<file path="src/rtl/imem_arbiter.sv">
// imem_arbiter: shares one fixed-latency single-port memory between the fetch
// stage (IF) and the memory stage (DATA). One access runs at a time through
// IDLE -> ISSUE -> WAIT -> DONE. A one-cycle valid pulse goes back to the owner.
// DATA normally wins contention. IF is forced through after STARVE_LIMIT
// consecutive losses.
module imem_arbiter #(
  parameter int BIT_NUMBER   = 32,
  parameter int MEM_LATENCY  = 2,
  parameter int STARVE_LIMIT = 4
) (
  input  logic                  clk,
  input  logic                  rst,
  input  logic                  if_req,
  input  logic [BIT_NUMBER-1:0] if_addr,
  input  logic                  if_flush,
  output logic [BIT_NUMBER-1:0] if_rdata,
  output logic                  if_valid,
  output logic                  freeze_if,
  input  logic                  mem_req,
  input  logic                  mem_we,
  input  logic [BIT_NUMBER-1:0] mem_addr,
  input  logic [BIT_NUMBER-1:0] mem_wdata,
  output logic [BIT_NUMBER-1:0] mem_rdata,
  output logic                  mem_valid,
  output logic                  ram_en,
  output logic                  ram_we,
  output logic [BIT_NUMBER-1:0] ram_addr,
  output logic [BIT_NUMBER-1:0] ram_wdata,
  input  logic [BIT_NUMBER-1:0] ram_rdata
);

  localparam int LW = (MEM_LATENCY  > 1) ? $clog2(MEM_LATENCY + 1)  : 1;
  localparam int SW = (STARVE_LIMIT > 1) ? $clog2(STARVE_LIMIT + 1) : 1;
  localparam logic [LW-1:0] LAT_LOAD   = LW'(MEM_LATENCY);
  localparam logic [LW-1:0] LAT_ONE    = LW'(1);
  localparam logic [SW-1:0] STARVE_MAX = SW'(STARVE_LIMIT);

  typedef enum logic [1:0] {
    IDLE  = 2'd0,
    ISSUE = 2'd1,
    WAIT  = 2'd2,
    DONE  = 2'd3
  } state_t;

  typedef enum logic {
    OWN_IF   = 1'b0,
    OWN_DATA = 1'b1
  } owner_t;

  state_t          state_r;
  state_t          state_nxt;
  owner_t          owner_r;
  logic            we_r;
  logic            kill_r;
  logic [LW-1:0]   lat_cnt_r;
  logic [SW-1:0]   starve_cnt_r;
  logic            if_valid_r;
  logic            fetch_req;
  logic            grant_if;
  logic            grant_data;
  logic            last_beat;

  // Next-state and grant decision; requests are only looked at in IDLE.
  always_comb begin
    state_nxt  = state_r;
    grant_if   = 1'b0;
    grant_data = 1'b0;
    fetch_req  = if_req & ~if_flush;
    last_beat  = 1'b0;
    case (state_r)
      IDLE: begin
        if (fetch_req && (!mem_req || (starve_cnt_r == STARVE_MAX))) begin
          grant_if  = 1'b1;
          state_nxt = ISSUE;
        end else if (mem_req) begin
          grant_data = 1'b1;
          state_nxt  = ISSUE;
        end else begin
          state_nxt = IDLE;
        end
      end
      ISSUE: state_nxt = WAIT;
      WAIT: begin
        if (lat_cnt_r == LAT_ONE) begin
          last_beat = 1'b1;
          state_nxt = DONE;
        end else begin
          state_nxt = WAIT;
        end
      end
      DONE:    state_nxt = IDLE;
      default: state_nxt = IDLE;
    endcase
  end

  // FSM state register.
  always_ff @(posedge clk or negedge rst) begin
    if (!rst) begin
      state_r <= IDLE;
    end else begin
      state_r <= state_nxt;
    end
  end

  // Latch the granted access and drive the one-cycle memory strobe.
  always_ff @(posedge clk or negedge rst) begin
    if (!rst) begin
      owner_r   <= OWN_IF;
      we_r      <= 1'b0;
      ram_en    <= 1'b0;
      ram_we    <= 1'b0;
      ram_addr  <= {BIT_NUMBER{1'b0}};
      ram_wdata <= {BIT_NUMBER{1'b0}};
    end else begin
      ram_en <= grant_if | grant_data;
      ram_we <= grant_data & mem_we;
      if (grant_if || grant_data) begin
        owner_r   <= grant_if ? OWN_IF : OWN_DATA;
        we_r      <= grant_data & mem_we;
        ram_addr  <= grant_if ? if_addr : mem_addr;
        ram_wdata <= mem_wdata;
      end
    end
  end

  // Latency countdown: loaded in ISSUE, counts down through WAIT.
  always_ff @(posedge clk or negedge rst) begin
    if (!rst) begin
      lat_cnt_r <= {LW{1'b0}};
    end else if (state_r == ISSUE) begin
      lat_cnt_r <= LAT_LOAD;
    end else if ((state_r == WAIT) && (lat_cnt_r != {LW{1'b0}})) begin
      lat_cnt_r <= lat_cnt_r - LAT_ONE;
    end
  end

  // Count consecutive fetch losses; any fetch grant clears it.
  always_ff @(posedge clk or negedge rst) begin
    if (!rst) begin
      starve_cnt_r <= {SW{1'b0}};
    end else if (grant_if) begin
      starve_cnt_r <= {SW{1'b0}};
    end else if (grant_data && fetch_req && (starve_cnt_r != STARVE_MAX)) begin
      starve_cnt_r <= starve_cnt_r + SW'(1);
    end
  end

  // Kill flag: a flush during an IF access discards its result; cleared in IDLE.
  always_ff @(posedge clk or negedge rst) begin
    if (!rst) begin
      kill_r <= 1'b0;
    end else if (state_r == IDLE) begin
      kill_r <= 1'b0;
    end else if (if_flush && (owner_r == OWN_IF)) begin
      kill_r <= 1'b1;
    end
  end

  // Capture read data on the last WAIT beat and raise the owner's valid.
  always_ff @(posedge clk or negedge rst) begin
    if (!rst) begin
      if_rdata   <= {BIT_NUMBER{1'b0}};
      mem_rdata  <= {BIT_NUMBER{1'b0}};
      if_valid_r <= 1'b0;
      mem_valid  <= 1'b0;
    end else begin
      if_valid_r <= last_beat && (owner_r == OWN_IF) && !kill_r && !if_flush;
      mem_valid  <= last_beat && (owner_r == OWN_DATA);
      if (last_beat && (owner_r == OWN_IF) && !kill_r && !if_flush) begin
        if_rdata <= ram_rdata;
      end
      if (last_beat && (owner_r == OWN_DATA) && !we_r) begin
        mem_rdata <= ram_rdata;
      end
    end
  end

  // A flush arriving in the DONE cycle still suppresses the fetch pulse.
  assign if_valid  = if_valid_r & ~if_flush;
  assign freeze_if = if_req & ~if_valid;

endmodule

</file>
<file path="config.mk">
export PLATFORM = sky130hd
export DESIGN_NAME = imem_arbiter
export DESIGN_NICKNAME = d
export VERILOG_FILES = /design/src/rtl/imem_arbiter.sv
export SDC_FILE = /design/constraint.sdc
export NUM_CORES = 1
export LEC_CHECK = 0
export ABC_AREA = 1
export CAP_MARGIN = 25
export CORE_MARGIN = 1.5
export CORE_UTILIZATION = 46
export DETAILED_ROUTE_END_ITERATION = 16
export MAX_ROUTING_LAYER = met4
export PLACE_DENSITY_LB_ADDON = 0.15
export SYNTH_ARGS = -nofsm -noshare
export SYNTH_HDL_FRONTEND = slang
export SYNTH_SLANG_ARGS = --single-unit
</file>
<file path="constraint.sdc">
create_clock -name clk -period 2.3 [get_ports clk]
set_input_delay 0.23 -clock clk [delete_from_list [all_inputs] [get_ports clk]]
set_output_delay 0.23 -clock clk [all_outputs]
set_load 0.01 [all_outputs]
</file>
-- Yosys cells after proc, flatten, opt, wreduce, memory -nomap -nowiden
Index checks and enable logic that the tools add are counted.
- add/subtract/negate cells: 2
- equal/unequal tests: 6
- multiplexer cells: 19
- bitwise operators: 8
- reduce and logical (&&, ||, !) cells: 21
- operator list (operator ; count):
    2-to-1 mux 32 bit ; 1
    2-to-1 mux 1 bit ; 13
    logical AND 1 bit ; 10
    case mux 2 bit (4 select lines) ; 1
    nonzero test 2 bit ; 4
    2-to-1 mux 3 bit ; 2
    AND 1 bit ; 4
    equality test 2 x 1 -> 1 bit (second input constant) ; 2
    equality test 2 bit (second input constant) ; 2
    zero test 1 bit ; 4
    2-to-1 mux 2 bit ; 2
    adder 3 x 1 -> 3 bit (second input constant) ; 1
    equality test 3 bit (second input constant) ; 1
    != test 3 bit (second input constant) ; 1
    NOT 1 bit ; 3
    zero test 2 bit ; 1
    logical OR 1 bit ; 2
    subtractor 2 x 1 -> 2 bit (second input constant) ; 1
    OR 1 bit ; 1
- flip-flop bits (word level): 142
- input bits: 134
- output and inout port bits: 133
- logic and storage cells: 70

-- Depth between registers and ports, before layout
Gate-level depths: netlist of the first run.
- word-level depth: 9
- gate-level depth with buffers: 9
- depth with buffers taken out: 8

-- Least setup slack after synthesis of the first run
No wires, ideal clock.
- path kind: reg-to-reg
- start: reg state_r[0]
- end: reg ram_addr[11]
- arrival time: 1.293 ns
- slack: 0.890 ns
- stages on the path, launching flop included: 9
- clock period less this slack: 1.410 ns
- cell sequence: dfrtp_1 > inv_1 > ha_1 > inv_1 > nor2_4 > buf_2 > nand3_1 > nand3_1 > nand2_1
- word-level cells in the longest chain between the ends: 3
- elaborated cells between the ends (all ways): 5
- those cells by class: mux: 3; reduce/logical: 2
- RTL lines (element ; line ; source):
    start: declaration ; 50 ; state_t state_r;
    start signal: assignment ; 101 ; state_r <= state_nxt;
    zero test 2 bit (*) ; 70 ; case (state_r)
    2-to-1 mux 1 bit ; 70 ;
    2-to-1 mux 32 bit or logical OR 1 bit (tied branches) ; 120, 117 ;
    end signal: assignment ; 112 ; ram_addr <= {BIT_NUMBER{1'b0}};
    end signal: assignment ; 120 ; ram_addr <= grant_if ? if_addr : mem_addr;
    end: declaration ; 27 ; output logic [BIT_NUMBER-1:0] ram_addr,
Mark *: on every way between the ends. The rest lies on a longest branch, timed or not.
A chain may end at the register's enable or synchronous reset.

-- Final worst setup path of the first run
- start: reg if_valid_r
- end: out freeze_if
- word-level cells in the longest chain between the ends: 3
- RTL lines (element ; line ; source):
    start: declaration ; 57 ; logic if_valid_r;
    start signal: assignment ; 167 ; if_valid_r <= last_beat && (owner_r == OWN_IF) && !kill_r && !if_flush;
    AND 1 bit ; 179 ; assign if_valid = if_valid_r & ~if_flush;
    NOT 1 bit ; 180 ; assign freeze_if = if_req & ~if_valid;
    AND 1 bit ; 180 ;
    end: declaration ; 18 ; output logic freeze_if,
No other way between the ends.

==> metrics.txt, run 1 <==
Root Driver clkbuf_16; nets 1126; Leak approximately 0.0048 uW; first-pass GRT wire length roughly 27 mm; Non-Filler Instances 1169; # rows between 40 and 50; Max-cap violations 0; RSZ-0062 raised after global routing false; gr usage total 24.98%; vias in the first global route 5282; Worst-path clk slew 0.06 ns; via/cell ratio approximately 4.7; Crit Path Class reg2out; post-route clock period utilization 76.61%; hold path cells 3; CTS Sinks 142; TritonRoute pass-1 iters 5; clock tree buffer depth 2; fillers 986; status complete, no violations; Post-Syn Area per Cell 8.400 sq um; DRT iter0 DRCs between 300 and 400; Die X 117.8 um; Cell Area, Placed 8901 sq um; Least-Margin Pin Slew 0.6011 ns; Area growth, synth to finish 56.24%; hold crit path type in2reg; synthesized instance count 722; Die H 117.8 um; fraction of layout cells with a size suffix above 1 4.814%; critical path peak fanout 2; R2R setup slack about 0.69 ns; antenna cells 0; Pwr Density 1289 nW/um^2; final setup fails 0; final hold viol count 0; min Tclk post-route 1.762 ns; post-synthesis sequential area ratio 58.59%; placeable core region 12720 sq um; Detailed Route WL approximately 16 mm; Achievable Freq 0.5675 GHz; area occupied by multi-input gates 1881 sq um; commonest non-fill, non-tap cells in the layout nand2_1 (267), clkdlybuf4s50_1 (265), dfrtp_1 (142); Seq cells post-synth 142; vias 5484; Sequential Area around 3600 sq um; most common cell after layout, fill and taps aside nand2_1; worst hold start mem_wdata[17]; Syn. warnings 0; initial antenna violation count 0; post-CTS resize count 0; cell count of the worst reg-to-reg path 8; count of pins over their slew limit 0; worst reg2reg startpoint starve_cnt_r[0]; CTS buffer count 17; Detail Route Antenna Nets 0; Routed wire per std cell 13.98 um; maximum vdd drop around 0.69 mV; Worst setup SP type flip-flop; Crit. End Element primary output; Final Skew ~0.0052 ns; Slew headroom 59.92%; Post-Syn Nets 863; Cell variety after synth 17; initial core utilization 47.67%; CP Launch Point if_valid_r; largest net degree at the start of global routing between 60 and 70; H-tree depth 4; GRT Residual Overflow 0; DIE AREA 13880 sq um; clk_lat worst skew 0.41 ns; CTS tree built; HPWL after DPL 11.33 mm; worst hold endpoint ram_wdata[17]; CP arrival 1.53 ns; Critical Path RT 2.07 ns; setup TNS 0 ns; io pins approximately 270; routability cong. 0.8566; fin util 74.48%; Post-Layout Inst Area 9475 sq um; IO Port Bufs 266; DRC Markers 0; synthesized area 6065 sq um; placed insts 1137; r2r endpoint owner_r
worst max path at each step:
stage / endpoint / depth (start not counted) / slack (ns)
2_1_floorplan: ram_addr[11] / 8 / 0.89
3_3_place_gp: freeze_if / 4 / 0.58
3_5_place_dp: ram_addr[6] / 7 / 0.54
4_1_cts: freeze_if / 4 / 0.51
5_1_grt: freeze_if / 4 / 0.45
6_report: freeze_if / 4 / 0.54
routing by layer:
layer  share of wire [%]  up-vias  global-route usage, %
met3                 8.0       19                  7.849
li1                    -     2712                      -
met4                 1.3        0                  7.851
met2                  48      208                  39.51
met5                   0        -                      -
met1                  43     2545                  30.79
sequential cells by signal, indices dropped and copies added (netlist names), 2 cells and up:
| register | count |
|---|---|
| if_rdata | 32 |
| mem_rdata | 32 |
| ram_addr | 32 |
| ram_wdata | 32 |
| starve_cnt_r | 3 |
| lat_cnt_r | 2 |
| state_r | 2 |
logic make-up after synthesis:
group                    count (synthesis)  synth area share [%]
AO/OA/AOI/OAI                           72                 5.942
XOR/XNOR                                 2                0.2889
adder cells (fa/ha/maj)                  7                 1.444
buffers and inverters                  150                 10.44
flip-flops                             142                 58.59
AND/OR/NAND/NOR                        349                 23.29
timing repair:
action,CTS,global route
hold buffers,1,0
hold endpoints to repair,59,0
buffers inserted,0,0
cells in the mapped netlist, drive strengths merged:
library cell / count / area [sq um]
dfrtp: 142 / 3553
a21oi: 1 / 5.000
xor2: 2 / 17.52
ha: 7 / 87.58
nand3: 68 / 340.3
inv: 114 / 427.9
nand2: 271 / 1025
clkbuf: 12 / 45.04
o21ai: 71 / 355.3
nor2: 10 / 47.55
buf: 24 / 160.1
stage by stage:
step	total power, uW	setup slack [ns]	hold slack, ns
after detailed placement	9678	0.5370	0.2585
after floorplan	6619	0.8897	-0.06559
after global placement	9562	0.5800	0.2601
after CTS	12350	0.5086	0.3377
after global routing	13070	0.4532	0.3483
final	12220	0.5379	0.3548
area by class of cell:
type                       instances  share of cell area [%]
tap                              172                   2.271
clock buffer                      26                   5.374
sequential                       142                   37.50
inverter                         114                   4.516
clock inverter                     5                  0.5810
timing repair buffer             280                   29.91
multi-input combinational        430                   19.85
report_power, final:
part	internal (uW)	leakage, uW	switching (uW)
clock network	1620	0.000272	970
logic	2810	0.00278	2440
registers	3720	0.00177	649
worst max-delay path, cell delays in order (launching register included):
cell,delay [ns]
dfrtp_1,0.36
inv_1,0.06
nor2_1,0.05
nor2_1,0.10
clkdlybuf4s50_1,0.54
Power figures use the tool's default switching activity.
==> run 2, diff against run 1 <==
--- a/config.mk
+++ b/config.mk
@@ -8,7 +8,7 @@
 export ABC_AREA = 1
 export CAP_MARGIN = 25
 export CORE_MARGIN = 1.5
-export CORE_UTILIZATION = 46
+export CORE_UTILIZATION = 38
 export DETAILED_ROUTE_END_ITERATION = 16
 export MAX_ROUTING_LAYER = met4
 export PLACE_DENSITY_LB_ADDON = 0.15
==> constraint.sdc (replaced) <==
create_clock -name clk -period 1.5 [get_ports clk]
set_input_delay 0.15 -clock clk [delete_from_list [all_inputs] [get_ports clk]]
set_output_delay 0.15 -clock clk [all_outputs]
set_load 0.01 [all_outputs]
==> run 2 against run 1 <==
Effect of this change: critical path type unchanged; global-route usage shrank 3.8 points; clock skew grew 0.0014 ns; flip-flop and latch count is the same; clock power grew 61%; combinational power grew 59%; hold slack lost 0.17 ns; design area grew 8.4%; largest power group unchanged.
==> metrics.txt, run 2 (same netlist as run 1, synthesis figures left out) <==
initial core utilization 39.45% (-8.2 points); Detail Route Antenna Nets 0 (unchanged); Achievable Freq approximately 0.67 GHz; Leak 0.006027 uW (+25%); slowest CP cell clkdlybuf4s50_1; io pins 267 (unchanged); CP peak stage delay 0.58 ns (+0.04 ns); antenna cells 0 (unchanged); Cell Area, Placed 9075 sq um (+2.0%); Crit. End Element primary output; GRT Residual Overflow 0 (unchanged); Crit Path Class reg2out; Crit path depth 1 (-3); TritonRoute pass-1 iters 5 (unchanged); initial antenna violation count 0 (unchanged); Max-cap violations 0 (unchanged); Area growth, synth to finish 69.38%; CTS buffer count 17 (unchanged); clk_lat worst skew 0.41 ns (about the same); Comb pwr share 43.5% (+0.5 points); HPWL after DPL 11.76 mm (+3.8%); r2r endpoint ram_addr[5]; worst reg2reg startpoint state_r[1]; Slew headroom 71.41% (+11 points); R2R setup slack 0.03 ns (-0.66 ns); sw frac 34.27% (+1.0 points); placeable core region 15370 sq um (+21%); hold crit path type in2async; via/cell ratio 4.535 (-3.3%); Worst setup SP type flip-flop; min Tclk post-route 1.491 ns; Die H 129.3 um (+9.8%); placed insts 1186 (+4.3%); crit path buf inv count 1 (-1); gr usage total 21.19% (-3.8 points); Critical Path RT 1.35 ns (-0.72 ns); count of pins over their slew limit 0 (unchanged); Non-Filler Instances 1237 (+5.8%); most common cell after layout, fill and taps aside nand2_1; cell count of the worst reg-to-reg path 9 (+1); RSZ-0062 raised after global routing true; CP arrival 1.34 ns (-0.19 ns); final hold viol count 0 (unchanged); final setup fails 0 (unchanged); clock tree buffer depth 2 (unchanged); NetSw 6591 uW (+62%); cell breakdown of the critical path clkdlybuf4s50_1; fin util 66.83% (-7.6 points); Tot Pwr 19230 uW (+57%); largest net degree at the start of global routing 66 (unchanged); Worst-path clk slew 0.06 ns (about the same); clock share of power 21.7% (+0.5 points); first-pass GRT wire length 26.55 mm (-1.2%); Final Skew 0.006603 ns (+0.001433 ns); DIE AREA 16730 sq um (+20%); Root Driver clkbuf_16; post-route clock period utilization 99.38%; H-tree depth 4 (unchanged); Post-Layout Inst Area 10270 sq um (+8.4%); vias in the first global route 5414 (+2.5%); commonest non-fill, non-tap cells in the layout nand2_1 (264), clkdlybuf4s50_1 (174), dfrtp_1 (142); fraction of layout cells with a size suffix above 1 9.357% (+4.5 points); vias 5610 (+2.3%); fillers 1312 (+33%); Die X 129.3 um (+9.8%); CTS tree built; Detailed Route WL 18.31 mm (+12%); Pwr Density 1872 nW/um^2 (+45%); IO Port Bufs 266 (unchanged); status complete, no violations; CTS Sinks 142 (unchanged); DRC Markers 0 (unchanged); Least-Margin Pin Slew 0.4273 ns (-0.1738 ns); DRT iter0 DRCs 242 (-35%); maximum vdd drop 0.9380 mV (+35%); # rows 45 (+9.8%); Routed wire per std cell 14.80 um (+5.9%); routability cong. 0.8100 (-5.4%); Reg power frac 34.7% (-1.1 points); nets 1154 (+2.5%); critical path peak fanout 2 (unchanged); internal power 12640 uW (+55%); Crit path max-delay family buffers and inverters
==> run 2: cell count changes in the layout (fill, tap and decap cells not counted), moves of 7 or more <==
cell	change
dlygate4sd2_1	+20
dlymetal6s2s_1	+71
o21ai_1	+21
clkdlybuf4s50_1	-91
buf_6	+7
clkbuf_16	+8
o21ai_0	-21
==> run 2: power groups by stage <==
stage	sequential, uW	clock, uW	combinational [uW]
3_3_place_gp	6680	0	8200
5_1_grt	6910	4460	9240
3_5_place_dp	6710	0	8320
6_report	6680	4180	8370
2_1_floorplan	7500	0	2650
4_1_cts	6690	4270	8190
==> run 2: worst max-delay path by stage <==
stage / startpoint / endpoint / slack, ns
6_report: ram_addr[7] / ram_addr[7] / 0.009
5_1_grt: state_r[1] / ram_addr[7] / -0.03
4_1_cts: mem_rdata[29] / mem_rdata[29] / 0.0004
3_5_place_dp: if_flush / ram_addr[9] / -0.07
3_3_place_gp: if_flush / freeze_if / -0.06
2_1_floorplan: state_r[0] / ram_addr[11] / 0.09
==> run 2: what timing repair did <==
action                                  in CTS  in global routing
setup buffers                                0                  6
pin swaps                                    0                 11
resized for setup                           22                126
gates cloned                                 0                 12
hold buffers                                 1                  0
hold endpoints to repair                   142                  0
endpoints found under the setup margin      33                182
==> run 2: through the flow <==
step / hold WS [ns] / TNS (ns) / setup slack, ns
2_1_floorplan: -0.1456 / 0 / 0.08972
6_report: 0.1821 / 0 / 0.009369
4_1_cts: 0.1779 / 0 / 0.0003586
5_1_grt: 0.2033 / -0.8288 / -0.03305
3_3_place_gp: 0.05386 / -1.117 / -0.05751
3_5_place_dp: 0.04956 / -2.693 / -0.07290
==> run 2: area by class of cell <==
cell class,instances,area [sq um],area share (%)
Multi-Input combinational cell,430,1999,19.46
Sequential cell,142,3553,34.59
Timing Repair Buffer,308,3441,33.50
Clock buffer,23,478.0,4.653
Inverter,114,427.9,4.166
Clock inverter,9,108.9,1.060
Tap cell,211,264.0,2.570
==> run 2: layer usage <==
layer	global-route usage, %	up-vias	share of wire, %
li1	-	2790	-
met1	26.19	2587	42
met2	32.42	205	47
met3	6.689	28	8.8
met4	8.394	0	2.2
met5	-	-	0
==> run 3, diff against run 2 <==
--- a/config.mk
+++ b/config.mk
@@ -15,3 +15,4 @@
 export SYNTH_ARGS = -nofsm -noshare
 export SYNTH_HDL_FRONTEND = slang
 export SYNTH_SLANG_ARGS = --single-unit
+export TNS_END_PERCENT = 20
==> constraint.sdc (replaced) <==
create_clock -name clk -period 1.3 [get_ports clk]
set_input_delay 0.13 -clock clk [delete_from_list [all_inputs] [get_ports clk]]
set_output_delay 0.13 -clock clk [all_outputs]
set_load 0.01 [all_outputs]
==> run 3 against run 2 <==
Effect of this change: the flow now finishes with violations (negative setup slack); die area stayed put; critical path depth is 7 higher; non-clock buffer count is 1 lower; flip-flop and latch count stayed put; via count is 0.14% higher; routed wire length is 2.6% lower; register-to-register slack worse by 0.17 ns; clock power is 25% higher; critical path type is now reg2reg; largest cell class unchanged; highest routed layer unchanged.
==> metrics.txt, run 3 (same netlist as run 1, synthesis figures left out) <==
status finished with violations; failing checks negative setup slack; Worst setup SP type flip-flop; commonest non-fill, non-tap cells in the layout nand2_1 (233), dfrtp_1 (142), clkdlybuf4s50_1 (132); maximum vdd drop 1.152 mV (+23%); fillers 1324 (+0.91%); Die H 129.3 um (unchanged); post-placement setup slack -0.2955 ns (-0.2226 ns); CTS buffer count 17 (unchanged); initial antenna violation count 0 (unchanged); most frequent CP cell nand2_4; Achievable Freq 0.6938 GHz; GRT Residual Overflow 0 (unchanged); initial core utilization 39.45% (unchanged); Die X 129.3 um (unchanged); crit path buf inv count 2 (+1); Pwr Density 2178 nW/um^2 (+16%); Root Driver clkbuf_16; RSZ-0062 raised after global routing true; Routed met1 length 7.589 mm (-1.7%); gr usage total 21.89% (+0.70 points); count of pins over their slew limit 0 (unchanged); via/cell ratio 4.545 (+0.22%); CTS tree built; CP arrival 1.73 ns (+0.39 ns); Max-cap violations 0 (unchanged); critical path peak fanout 16 (+14); largest net degree at the start of global routing 37 (-44%); HPWL after DPL 12.01 mm (+2.1%); CP peak stage delay 0.39 ns (-0.19 ns); Worst-path clk slew 0.06 ns (about the same); max layer used met4; fin util 66.06% (-0.77 points); vias 5618 (+0.14%); DIE AREA 16730 sq um (unchanged); WL met3 1.457 mm (-9.8%); DRT iter0 DRCs 237 (-2.1%); min Tclk post-route ~1.4 ns; placeable core region 15370 sq um (unchanged); hold slack 0.1920 ns (+0.009958 ns); setup TNS -7.622 ns (-7.622 ns); final setup fails 129 (+129); nets 1153 (-0.087%); Least-Margin Pin Slew 0.4107 ns (-0.01664 ns); routed wl met2 8.420 mm (-1.7%); io pins 267 (unchanged); CTS Sinks 142 (unchanged); final hold viol count 0 (unchanged); cell breakdown of the critical path inv_2 -> ha_4 -> nand2_4 -> nor2_4 -> nand2_4 -> buf_6 -> nand2_1 -> o21ai_0; Crit path max-delay family flip-flops; Detail Route Antenna Nets 0 (unchanged); Leak 0.005470 uW (-9.3%); Final Skew 0.007896 ns (+0.001293 ns); most common cell after layout, fill and taps aside nand2_1; Crit Path Class reg2reg; IO Port Bufs 266 (unchanged); routability cong. 0.7671 (-5.3%); Area growth, synth to finish 67.44%; fraction of layout cells with a size suffix above 1 14.83% (+5.5 points); post-route clock period utilization 110.9%; clk_lat worst skew 0.42 ns (about the same); TritonRoute pass-1 iters 7 (+2); hold crit path type in2async; first-pass GRT wire length 27.17 mm (+2.3%); setup slack after layout -0.1413 ns (-0.1507 ns); Slew headroom 72.52% (+1.1 points); vias in the first global route 5380 (-0.63%); # rows 45 (unchanged); Detailed Route WL 17.84 mm (-2.6%); DRC Markers 0 (unchanged); Cell Area, Placed 9208 sq um (+1.5%); Routed wire per std cell 14.43 um (-2.5%); Post-Layout Inst Area 10150 sq um (-1.1%); antenna cells 0 (unchanged); Critical Path RT 1.59 ns (+0.24 ns); Crit. End Element flip-flop; clock tree buffer depth 2 (unchanged); H-tree depth 4 (unchanged); slowest CP cell dfrtp_1
==> run 3: cell types whose count changed in the layout (fill, tap and decap cells not counted), moves of 8 or more <==
cell,delta
nand2_2,+23
nand2_1,-31
nand2_4,+8
dlygate4sd2_1,+108
dlymetal6s2s_1,-71
o21ai_0,-29
o21ai_2,+14
clkdlybuf4s50_1,-42
o21ai_1,+15
nand3_2,+8
==> run 3: area by class of cell <==
class	instances	area (sq um)	share of cell area (%)
well taps	211	264.0	2.600
repair buffers	307	3087	30.40
flip-flops and latches	142	3553	34.99
clock inverters	14	203.9	2.008
multi-input cells	430	2185	21.51
inverters	114	432.9	4.263
clock buffers	18	429.2	4.226
==> run 3: repair_timing <==
action | in CTS | in global routing
gates cloned | 2 | 4
endpoints found under the hold margin | 142 | 0
setup buffers | 2 | 1
hold buffers | 1 | 0
pin swaps | 5 | 2
gates resized for setup | 174 | 105
endpoints found under the setup margin | 267 | 143
==> run 3: through the flow <==
step / instances / total power, uW
after floorplan: 722 / 11870
after global placement: 1194 / 17450
after detailed placement: 1194 / 17650
after CTS: 1231 / 21850
after global routing: 1236 / 23660
final: 1236 / 22120
==> run 3: power breakdown <==
| part | total, uW | internal (uW) | switching [uW] |
|---|---|---|---|
| clock | 5230 | 3250 | 1980 |
| combinational | 9080 | 4330 | 4750 |
| sequential | 7800 | 6580 | 1220 |
==> run 3: path summary, 6_finish.rpt <==
| check | from | to | slack, ns | depth (start not counted) |
|---|---|---|---|---|
| worst max register to register | state_r[0] | mem_rdata[5] | -0.14 | 8 |
| worst min-delay path | rst | ram_addr[14] | 0.19 | 2 |
| worst max-delay path | state_r[0] | mem_rdata[5] | -0.14 | 8 |
| max in group asynchronous | rst | mem_rdata[29] | 0.58 | 3 |
| min in group clk | mem_wdata[0] | ram_wdata[0] | 0.24 | 3 |
| worst min register to register | ram_wdata[30] | ram_wdata[30] | 0.46 | 2 |
==> run 3: routing by layer <==
metal	vias to the layer above	GRT usage (%)
met2	188	35.17
met3	28	6.978
met5	-	-
li1	2787	-
met4	0	7.865
met1	2615	25.86
